===== src/rtl/cpu_pkg.sv =====
// Shared CPU definitions: result widths, ROB tag space and CDB source indices.
package cpu_pkg;

  localparam int unsigned TAG_W    = 6;
  localparam int unsigned DATA_W   = 32;
  localparam int unsigned ROB_SIZE = 16;

  localparam logic [TAG_W-1:0] INVALID_TAG = 6'd16;

  localparam int unsigned SRC_ALU = 0;
  localparam int unsigned SRC_BR  = 1;
  localparam int unsigned SRC_LD  = 2;
  localparam int unsigned SRC_ST  = 3;

  // One completed result waiting for a CDB lane.
  typedef struct packed {
    logic [TAG_W-1:0]  rob;
    logic [DATA_W-1:0] data;
  } cdb_entry_t;

endpackage


===== src/rtl/cdb_src_fifo.sv =====
// Per-source skid FIFO for completed results: circular buffer with push,
// pop, synchronous flush, registered occupancy and the head entry.
module cdb_src_fifo
  import cpu_pkg::*;
#(
  parameter int unsigned DEPTH = 2,
  localparam int unsigned CW   = $clog2(DEPTH + 1)
) (
  input  logic       clock,
  input  logic       reset,
  input  logic       i_flush,
  input  logic       i_push,
  input  logic       i_pop,
  input  cdb_entry_t i_entry,
  output cdb_entry_t o_head,
  output logic [CW-1:0] o_count,
  output logic [CW-1:0] o_count_nxt_c
);

  localparam int unsigned AW = (DEPTH > 1) ? $clog2(DEPTH) : 1;

  cdb_entry_t    r_mem [DEPTH];
  logic [AW-1:0] r_rd;
  logic [AW-1:0] r_wr;
  logic [CW-1:0] r_count;
  logic [CW-1:0] w_count_nxt;

  // Occupancy after this edge; push and pop together leave it unchanged.
  always_comb begin
    w_count_nxt = r_count;
    if (i_flush) begin
      w_count_nxt = '0;
    end else if (i_push && !i_pop) begin
      w_count_nxt = r_count + CW'(1);
    end else if (!i_push && i_pop) begin
      w_count_nxt = r_count - CW'(1);
    end
  end

  // Read/write pointers and occupancy; flush empties the buffer.
  always_ff @(posedge clock or posedge reset) begin
    if (reset) begin
      r_rd    <= '0;
      r_wr    <= '0;
      r_count <= '0;
    end else if (i_flush) begin
      r_rd    <= '0;
      r_wr    <= '0;
      r_count <= '0;
    end else begin
      if (i_push) r_wr <= r_wr + AW'(1);
      if (i_pop)  r_rd <= r_rd + AW'(1);
      r_count <= w_count_nxt;
    end
  end

  // Storage array; contents are only meaningful while counted.
  always_ff @(posedge clock) begin
    if (i_push && !i_flush) r_mem[r_wr] <= i_entry;
  end

  assign o_head        = r_mem[r_rd];
  assign o_count       = r_count;
  assign o_count_nxt_c = w_count_nxt;

endmodule


===== src/rtl/cdb_arbiter.sv =====
// Common data bus arbiter: buffers results from each functional-unit RS in a
// skid FIFO and broadcasts up to two distinct sources per cycle on two lanes,
// round-robin. Optional macro CDB_GAP_EN forbids a lane from casting on two
// consecutive cycles (a blocked lane's grant moves to the other lane if free).
module cdb_arbiter
  import cpu_pkg::*;
#(
  parameter int unsigned NUM_SRC    = 4,
  parameter int unsigned FIFO_DEPTH = 2
) (
  input  logic                        clock,
  input  logic                        reset,
  input  logic                        flush,
  input  logic [NUM_SRC-1:0]          src_valid,
  input  logic [NUM_SRC*TAG_W-1:0]    src_rob,
  input  logic [NUM_SRC*DATA_W-1:0]   src_data,
  output logic [NUM_SRC-1:0]          src_ready,
  output logic                        cdb1_cast,
  output logic [TAG_W-1:0]            cdb1_rob,
  output logic [DATA_W-1:0]           cdb1_data,
  output logic                        cdb2_cast,
  output logic [TAG_W-1:0]            cdb2_rob,
  output logic [DATA_W-1:0]           cdb2_data,
  output logic                        busy
);

  localparam int unsigned PTR_W = (NUM_SRC > 1) ? $clog2(NUM_SRC) : 1;
  localparam int unsigned CW    = $clog2(FIFO_DEPTH + 1);

  cdb_entry_t         w_in        [NUM_SRC];
  cdb_entry_t         w_head      [NUM_SRC];
  logic [CW-1:0]      w_count     [NUM_SRC];
  logic [CW-1:0]      w_count_nxt [NUM_SRC];
  logic [NUM_SRC-1:0] w_push;
  logic [NUM_SRC-1:0] w_pop;
  logic [NUM_SRC-1:0] w_nonempty;
  logic [NUM_SRC-1:0] w_ready_nxt;
  logic               w_busy_nxt;

  logic [PTR_W-1:0]   r_ptr;
  logic [PTR_W-1:0]   w_ptr_nxt;
  logic [PTR_W-1:0]   w_scan_idx;
  logic               w_first;
  logic [PTR_W-1:0]   w_first_idx;
  logic               w_second;
  logic [PTR_W-1:0]   w_second_idx;
  logic               w_l1_ok;
  logic               w_l2_ok;
  logic               w_g1;
  logic [PTR_W-1:0]   w_g1_idx;
  logic               w_g2;
  logic [PTR_W-1:0]   w_g2_idx;

  logic [NUM_SRC-1:0] r_ready;
  logic               r_busy;
  logic               r_cast1;
  logic [TAG_W-1:0]   r_rob1;
  logic [DATA_W-1:0]  r_data1;
  logic               r_cast2;
  logic [TAG_W-1:0]   r_rob2;
  logic [DATA_W-1:0]  r_data2;

  function automatic logic [PTR_W-1:0] next_idx(input logic [PTR_W-1:0] idx);
    return (idx == PTR_W'(NUM_SRC - 1)) ? '0 : idx + PTR_W'(1);
  endfunction

  // One FIFO per source; out-of-range tags never enter the buffer.
  for (genvar k = 0; k < NUM_SRC; k++) begin : g_src
    assign w_in[k]       = {src_rob[k*TAG_W +: TAG_W], src_data[k*DATA_W +: DATA_W]};
    assign w_push[k]     = src_valid[k] & r_ready[k] & ~flush
                         & (src_rob[k*TAG_W +: TAG_W] < TAG_W'(ROB_SIZE));
    assign w_nonempty[k] = (w_count[k] != '0);

    cdb_src_fifo #(.DEPTH(FIFO_DEPTH)) u_fifo (
      .clock         (clock),
      .reset         (reset),
      .i_flush       (flush),
      .i_push        (w_push[k]),
      .i_pop         (w_pop[k]),
      .i_entry       (w_in[k]),
      .o_head        (w_head[k]),
      .o_count       (w_count[k]),
      .o_count_nxt_c (w_count_nxt[k])
    );
  end

  // Round-robin scan from the pointer: first two distinct non-empty sources.
  always_comb begin
    w_first      = 1'b0;
    w_first_idx  = '0;
    w_second     = 1'b0;
    w_second_idx = '0;
    w_scan_idx   = '0;
    for (int unsigned i = 0; i < NUM_SRC; i++) begin
      w_scan_idx = PTR_W'((32'(r_ptr) + i) % NUM_SRC);
      if (w_nonempty[w_scan_idx]) begin
        if (!w_first) begin
          w_first     = 1'b1;
          w_first_idx = w_scan_idx;
        end else if (!w_second) begin
          w_second     = 1'b1;
          w_second_idx = w_scan_idx;
        end
      end
    end
  end

  // Lane assignment, pops and pointer update; flush suppresses all grants.
  always_comb begin
`ifdef CDB_GAP_EN
    w_l1_ok = ~r_cast1;
    w_l2_ok = ~r_cast2;
`else
    w_l1_ok = 1'b1;
    w_l2_ok = 1'b1;
`endif
    w_g1      = 1'b0;
    w_g1_idx  = '0;
    w_g2      = 1'b0;
    w_g2_idx  = '0;
    w_pop     = '0;
    w_ptr_nxt = r_ptr;
    if (!flush) begin
      if (w_l1_ok) begin
        w_g1     = w_first;
        w_g1_idx = w_first_idx;
        if (w_l2_ok) begin
          w_g2     = w_second;
          w_g2_idx = w_second_idx;
        end
      end else if (w_l2_ok) begin
        w_g2     = w_first;
        w_g2_idx = w_first_idx;
      end
    end
    if (w_g1) w_pop[w_g1_idx] = 1'b1;
    if (w_g2) w_pop[w_g2_idx] = 1'b1;
    if (w_g2) begin
      w_ptr_nxt = next_idx(w_g2_idx);
    end else if (w_g1) begin
      w_ptr_nxt = next_idx(w_g1_idx);
    end
  end

  // Next-cycle ready and busy from post-edge occupancy.
  always_comb begin
    w_ready_nxt = '0;
    w_busy_nxt  = 1'b0;
    for (int unsigned k = 0; k < NUM_SRC; k++) begin
      w_ready_nxt[k] = (w_count_nxt[k] < CW'(FIFO_DEPTH));
      w_busy_nxt     = w_busy_nxt | (w_count_nxt[k] != '0);
    end
  end

  // Output registers and arbitration pointer; idle lanes hold their data.
  always_ff @(posedge clock or posedge reset) begin
    if (reset) begin
      r_ptr   <= '0;
      r_ready <= '1;
      r_busy  <= 1'b0;
      r_cast1 <= 1'b0;
      r_rob1  <= INVALID_TAG;
      r_data1 <= '0;
      r_cast2 <= 1'b0;
      r_rob2  <= INVALID_TAG;
      r_data2 <= '0;
    end else begin
      r_ptr   <= w_ptr_nxt;
      r_ready <= w_ready_nxt;
      r_busy  <= w_busy_nxt;
      r_cast1 <= w_g1;
      r_rob1  <= w_g1 ? w_head[w_g1_idx].rob : INVALID_TAG;
      if (w_g1) r_data1 <= w_head[w_g1_idx].data;
      r_cast2 <= w_g2;
      r_rob2  <= w_g2 ? w_head[w_g2_idx].rob : INVALID_TAG;
      if (w_g2) r_data2 <= w_head[w_g2_idx].data;
    end
  end

  assign src_ready = r_ready;
  assign busy      = r_busy;
  assign cdb1_cast = r_cast1;
  assign cdb1_rob  = r_rob1;
  assign cdb1_data = r_data1;
  assign cdb2_cast = r_cast2;
  assign cdb2_rob  = r_rob2;
  assign cdb2_data = r_data2;

endmodule

===== config.mk =====
export PLATFORM = sky130hd
export DESIGN_NAME = cdb_arbiter
export DESIGN_NICKNAME = d
export VERILOG_FILES = /design/src/rtl/cpu_pkg.sv /design/src/rtl/cdb_src_fifo.sv /design/src/rtl/cdb_arbiter.sv
export SDC_FILE = /design/constraint.sdc
export NUM_CORES = 1
export LEC_CHECK = 0
export CORE_MARGIN = 1.5
export CORE_UTILIZATION = 55
export DETAILED_ROUTE_END_ITERATION = 8
export PLACE_DENSITY = 0.81
export SYNTH_ARGS = -nofsm -noshare
export SYNTH_HDL_FRONTEND = slang
export SYNTH_SLANG_ARGS = --single-unit
export TNS_END_PERCENT = 50

===== constraint.sdc =====
create_clock -name clock -period 11.2 [get_ports clock]
set_clock_uncertainty 0.05 [all_clocks]
set_input_delay 2.24 -clock clock [delete_from_list [all_inputs] [get_ports clock]]
set_output_delay 2.24 -clock clock [all_outputs]
set_load 0.01 [all_outputs]

* After elaboration in Yosys (flattened, before gate mapping) *
Memories as Yosys holds them, arrays and structs flattened.
Cells that the tools add are included.

cells by class
  add/sub/neg operators = 21
  magnitude comparators = 18
  equal/unequal tests = 2
  muxes and demuxes = 95
  bitwise gates (word level) = 19
  reductions and logical operators = 40

operator list
  cell                                                                                 count
  38-bit binary-select mux with 2-bit select                                           2
  38-bit two-way mux                                                                   4
  2-bit two-way mux                                                                    37
  1-bit two-way mux                                                                    42
  2-bit nonzero test                                                                   17
  6-bit by 5-bit less-than comparator with 1-bit output, second input constant         4
  2-bit by 3-bit less-than comparator with 1-bit output, second input constant         6
  2-bit by 1-bit adder with 2-bit output, second input constant                        7
  1-bit logical AND                                                                    14
  1-bit AND                                                                            12
  6-bit two-way mux                                                                    2
  1-bit zero test                                                                      9
  1-bit adder, second input constant                                                   8
  1-bit binary-select mux with 2-bit select                                            4
  2-bit less-than comparator, second input constant                                    4
  4-bit two-way mux                                                                    2
  2-bit by 1-bit subtractor with 2-bit output, second input constant                   4
  3-bit greater-or-equal comparator, second input constant                             2
  2-bit inverter with 3-bit output                                                     2
  2-bit adder, second input constant                                                   2
  1-bit demux with 2-bit select                                                        2
  2-bit == test, second input constant                                                 2
  2-bit by 1-bit greater-or-equal comparator with 1-bit output, second input constant  2
  4-bit bitwise OR                                                                     1
  other kinds (2)                                                                      4

word-level totals
  register bits = 101
  memory bits (writable) = 304
  bits of input ports = 159
  logic and storage cells = 220
  memories kept = 4

memories
  memory                 depth  bits a word  rd ports  clocked after Yosys merged registers in  write ports  RTL line            text
  g_src[0].u_fifo.r_mem  2      38           1         0                                        1            cdb_src_fifo.sv:22  cdb_entry_t r_mem [DEPTH];
  g_src[1].u_fifo.r_mem  2      38           1         0                                        1            cdb_src_fifo.sv:22
  g_src[2].u_fifo.r_mem  2      38           1         0                                        1            cdb_src_fifo.sv:22
  g_src[3].u_fifo.r_mem  2      38           1         0                                        1            cdb_src_fifo.sv:22

* Longest topological paths before layout *
  word-level depth = 27
  gate-level depth with buffers = 21
  gate-level depth less buffers = 16

* Hierarchy *
A second synthesis with hierarchy kept.

second synthesis, totals
  cells, all modules = 1134
  area total of the unflattened synthesis = 17822.1 µm²

by module, submodules not included
  module        times used  cells an instance  area each (µm²)  sequential area each (µm²)
  cdb_src_fifo  4           137                2995.4           2382.3
  cdb_arbiter   1           586                5840.6           2134.5

* Worst setup path after synthesis *
No wires, ideal clock.

  path kind = input to register
  from = input flush
  to = memory g_src[3].u_fifo.r_mem[0][0] in the netlist's numbering, enable pin
  data arrival time = 5.508 ns
  data required time = 10.668 ns
  slack = 5.160 ns
  stages = 4
  cells stage by stage = clkbuf_1 -> clkbuf_1 -> clkbuf_1 -> nor3_1

between the ends
  word-level cells in the longest chain between the ends = 6

ends and longest elaborated chain
  element                                      RTL line            text
  start, declared                              cdb_arbiter.sv:13   input logic flush,
  1-bit inverter                               cdb_arbiter.sv:70   assign w_push[k] = src_valid[k] & r_ready[k] & ~flush
  1-bit AND                                    cdb_arbiter.sv:70
  1-bit AND                                    cdb_arbiter.sv:71   & (src_rob[k*TAG_W +: TAG_W] < TAG_W'(ROB_SIZE));
  1-bit logical AND (*)                        cdb_src_fifo.sv:59  if (i_push && !i_flush) r_mem[r_wr] <= i_entry;
  1-bit two-way mux (*)                        cdb_src_fifo.sv:59
  1-bit two-way mux (not written as such) (*)  cdb_src_fifo.sv:59
  end, declared                                cdb_src_fifo.sv:22

Mark *: on every way between the ends. The rest lies on a longest branch, timed or not.

* Final worst setup path *
  from = input flush
  to = register r_busy, in the netlist busy

between the ends
  word-level cells in the longest chain between the ends = 16

ends and longest elaborated chain
  element                                                                                                                                                      RTL line                                text
  2-bit two-way mux                                                                                                                                            cdb_arbiter.sv:123                      if (!flush) begin
  2-bit by 3-bit less-than comparator with 1-bit output (not written as such) or 2-bit by 1-bit greater-or-equal comparator with 1-bit output (tied branches)  cdb_arbiter.sv:136                      if (w_g1) w_pop[w_g1_idx] = 1'b1;
  1-bit logical AND (not written as such)                                                                                                                      cdb_arbiter.sv:136
  1-bit two-way mux (not written as such)                                                                                                                      cdb_arbiter.sv:136
  1-bit demux with 2-bit select                                                                                                                                cdb_arbiter.sv:136
  4-bit two-way mux                                                                                                                                            cdb_arbiter.sv:136
  4-bit bitwise OR (no source line)                                                                                                                            -
  4-bit two-way mux                                                                                                                                            cdb_arbiter.sv:137                      if (w_g2) w_pop[w_g2_idx] = 1'b1;
  1-bit logical AND or 1-bit zero test (tied branches)                                                                                                         cdb_src_fifo.sv:35, cdb_src_fifo.sv:33
  2-bit two-way mux or 1-bit logical AND (tied branches)                                                                                                       cdb_src_fifo.sv:35, cdb_src_fifo.sv:33
  2-bit two-way mux                                                                                                                                            cdb_src_fifo.sv:33                      end else if (i_push && !i_pop) begin
  2-bit two-way mux                                                                                                                                            cdb_src_fifo.sv:31                      if (i_flush) begin
  2-bit nonzero test                                                                                                                                           cdb_arbiter.sv:151                      w_busy_nxt = w_busy_nxt | (w_count_nxt[k] != '0);
  1-bit bitwise OR (2 in series)                                                                                                                               cdb_arbiter.sv:151
  1-bit bitwise OR (*)                                                                                                                                         cdb_arbiter.sv:151
  via w_busy_nxt                                                                                                                                               cdb_arbiter.sv:38                       logic w_busy_nxt;
  end signal, assigned                                                                                                                                         cdb_arbiter.sv:170                      r_busy <= w_busy_nxt;
  end, declared                                                                                                                                                cdb_arbiter.sv:55                       logic r_busy;

Mark *: on every way through the listed nets, which the timed path passes. The rest lies on a longest branch.
A chain may end at the register's enable or synchronous reset.

==> metrics <==
status=completed; Synth Area in Adders=1.046%; ys async rst share=~25%; VDD IR max=roughly 0.15 mV; worst r2r path cells=13; syn nets=between 1000 and 1500; clock transition at the registers of the reported paths=approximately 60 ps; simple-gate share of the synthesized area=10.11%; grt ovf=0; # H-tree levels=2; vias in the first global route=between 10000 and 15000; FF-to-FF Start=g_src[0].u_fifo.o_count[0]; Hold Fails Final Rpt=0; routability cong.=~0.86; reg-to-reg endpoint=busy; CTS tree=yes; most frequent cells in the layout=edfxtp_1 (304), clkdlybuf4s50_1 (241), nand2_1 (148); DR iter-0 viols=approximately 1500; multiplexer share of the synthesized area=a little under an eighth; Die X=~180 um; PD cells=between 200 and 250 nW/um2; Synth-to-Final Area Change=22.70%; CP required=between 10000 and 15000 ps; first-pass iteration count of the detailed router=5; Core Footprint=31720 um2; register area share after synthesis=between 60 and 70%; maxcap violations=0; critical path launch point type=primary input; fmax=between 0.15 and 0.2 GHz; first-pass GRT wire length=a little over 70 mm; Seq. cell area=11670 um2; final setup fails=0; largest family of logic cells by synthesized area=multiplexers; largest net degree at the start of global routing=82; slew of the pin with the lowest slew margin=around 1200 ps; vias per cell=roughly 6.3; CTS Hold Bufs=0; Max Transition Viols Final=0; worst setup path endpoint=busy; number of synthesized register bits=405; via count=roughly 12000; Post-CTS Repair Setup Buffers=0; Crit Path Class=primary input to flop; chip height=between 150 and 200 um; drt wl/cell=approximately 24 um; CP startpoint=flush; fin nets=about 1700; DP HPWL=30.30 mm; antenna violations before repair=4; # fillers=around 2200; Avg Cell Area, Syn=13.71 um2; crit-path max FO=34; commonest non-fill, non-tap cell in the layout=edfxtp_1; post-synthesis compound-gate area fraction=8.011%; Hold Crit Class=flop to flop; CTS Buffer Depth=3; Worst slew margin=around 22%; Pleak=roughly 7.6 nW; I/O Pins=242; DRT antenna net count=0; unrepaired setup endpoints after global routing=no; overall routing resource usage=28.08%; Initial Util=a little under three fifths; CP Capture Type=flop; Arr. time, crit path=6580 ps; mapped cell area=17820 um2; r2r setup slk=roughly 5600 ps; Clk Latency, worst-skew pair=~540 ps; Final period util=between 50% and 60%; Synth cell types=70; post-CTS sizing=0; Cell Area, Placed=20510 um2; Post-synth EDFFs=approximately 300; Tmin final=between 6000 and 7000 ps; PortBufs=about 240; Rows=65; CTS root buffer=clkbuf_16; # clock sinks=approximately 410; layout cells sized above 1=a little over a tenth; XOR/XNOR Fraction of Synth Area=0.4915%; DRC viols=0; post-route cell area=~22000 um2; Num CTS Buffers=41; Yosys warning count=0; final wirelength=~47 mm; Main synth FF type=edfxtp_1; Mapped Cells=between 1000 and 1500; multi-input logic area=around 5700 um2; setup TNS=0 ps; full die area=between 30000 and 40000 um2
report_power, final:
group	switching (mW)	internal (mW)
sequential	0.161	1.78
combinational	0.876	0.737
clock	0.542	0.817
synthesized netlist by cell type (8+ instances only):
cell | number | area (um2)
a211oi_1 | 9 | 67.56
nor4_1 | 27 | 168.9
nand2b_1 | 8 | 50.05
buf_2 | 20 | 100.1
edfxtp_1 | 304 | 9129
nor2b_1 | 25 | 156.4
and2_1 | 24 | 150.1
o32ai_1 | 18 | 157.7
a32o_1 | 28 | 280.3
nor2_1 | 62 | 232.7
nor3b_1 | 8 | 60.06
nand2_1 | 148 | 555.5
mux4_2 | 15 | 337.8
inv_1 | 21 | 78.83
dfrtp_1 | 95 | 2377
a311oi_1 | 10 | 87.58
mux2i_1 | 142 | 1421
ha_1 | 14 | 175.2
nand3_1 | 49 | 245.2
clkbuf_1 | 55 | 206.5
xnor2_1 | 8 | 70.07
buf_1 | 13 | 48.80
mux2_2 | 32 | 360.4
a31oi_1 | 24 | 150.1
o311ai_0 | 18 | 157.7
o21ai_0 | 18 | 90.09
worst max-delay path: stages:
cell and delay, ps:
clkdlybuf4s50_1 410, buf_4 230, inv_1 340, nand2_2 60, buf_4 310, nor3_2 570, inv_1 680, ha_1 440
a22o_1 280, a221oi_1 320, a211oi_1 120, or4_1 550
worst min-delay path by stage:
stage	start	to	slack (ps)	cells past startpoint
2_1_floorplan	g_src[1].u_fifo.r_wr	g_src[1].u_fifo.r_wr	420	1
3_3_place_gp	cdb1_data[18]	cdb1_data[18]	420	2
3_5_place_dp	cdb1_data[18]	cdb1_data[18]	430	2
4_1_cts	cdb1_data[18]	cdb1_data[18]	440	2
5_1_grt	cdb1_data[18]	cdb1_data[18]	470	2
6_report	cdb1_data[18]	cdb1_data[18]	440	2
cell type report:
class                      count  share of cell area (%)
sequential                   405                   53.36
multi-input combinational    772                   25.91
timing repair buffer         262                   11.75
clock buffer                  62                   5.379
tap                          402                   2.300
clock inverter                13                  0.7839
inverter                      26                  0.4749
antenna                        3                 0.03433
routing by layer:
metal,up-vias,global-route usage (%),share of wire [%]
li1,5362,-,-
met1,5980,37.13,39
met2,691,46.28,48
met3,146,4.329,8.2
met4,2,12.66,4.4
met5,-,0,0.028
kinds of logic after synthesis:
group	Yosys count
adder cells (fa/ha/maj)	15
flip-flops	405
multiplexers	189
XOR/XNOR	10
AO/OA/AOI/OAI	181
AND/OR/NAND/NOR	377
buffers and inverters	123
sequential cells by signal (all words and copies together), names as in the netlist:
name and flops:
busy 1, cdb1_cast 1, cdb1_data 32, cdb1_rob 6, cdb2_cast 1, cdb2_data 32, cdb2_rob 6, g_src.u_fifo.o_count 8
g_src.u_fifo.r_mem 304, g_src.u_fifo.r_rd 4, g_src.u_fifo.r_wr 4, r_ptr 2, src_ready 4
per-stage QoR:
step / std cells / setup slack (ps) / hold slack, ps / power (mW) / utilization (%)
floorplan: 1300 / 5160 / 422.7 / 2.941 / -
global placement: 1867 / 4581 / 418.1 / 3.507 / 64.67
detailed placement: 1867 / 4488 / 429.0 / 3.561 / 64.67
CTS: 1942 / 5020 / 441.2 / 4.914 / 68.92
global route: 1945 / 4739 / 472.0 / 5.121 / 68.94
finish: 1945 / 4959 / 442.5 / 4.915 / 68.94
Power figures use the tool's default switching activity.
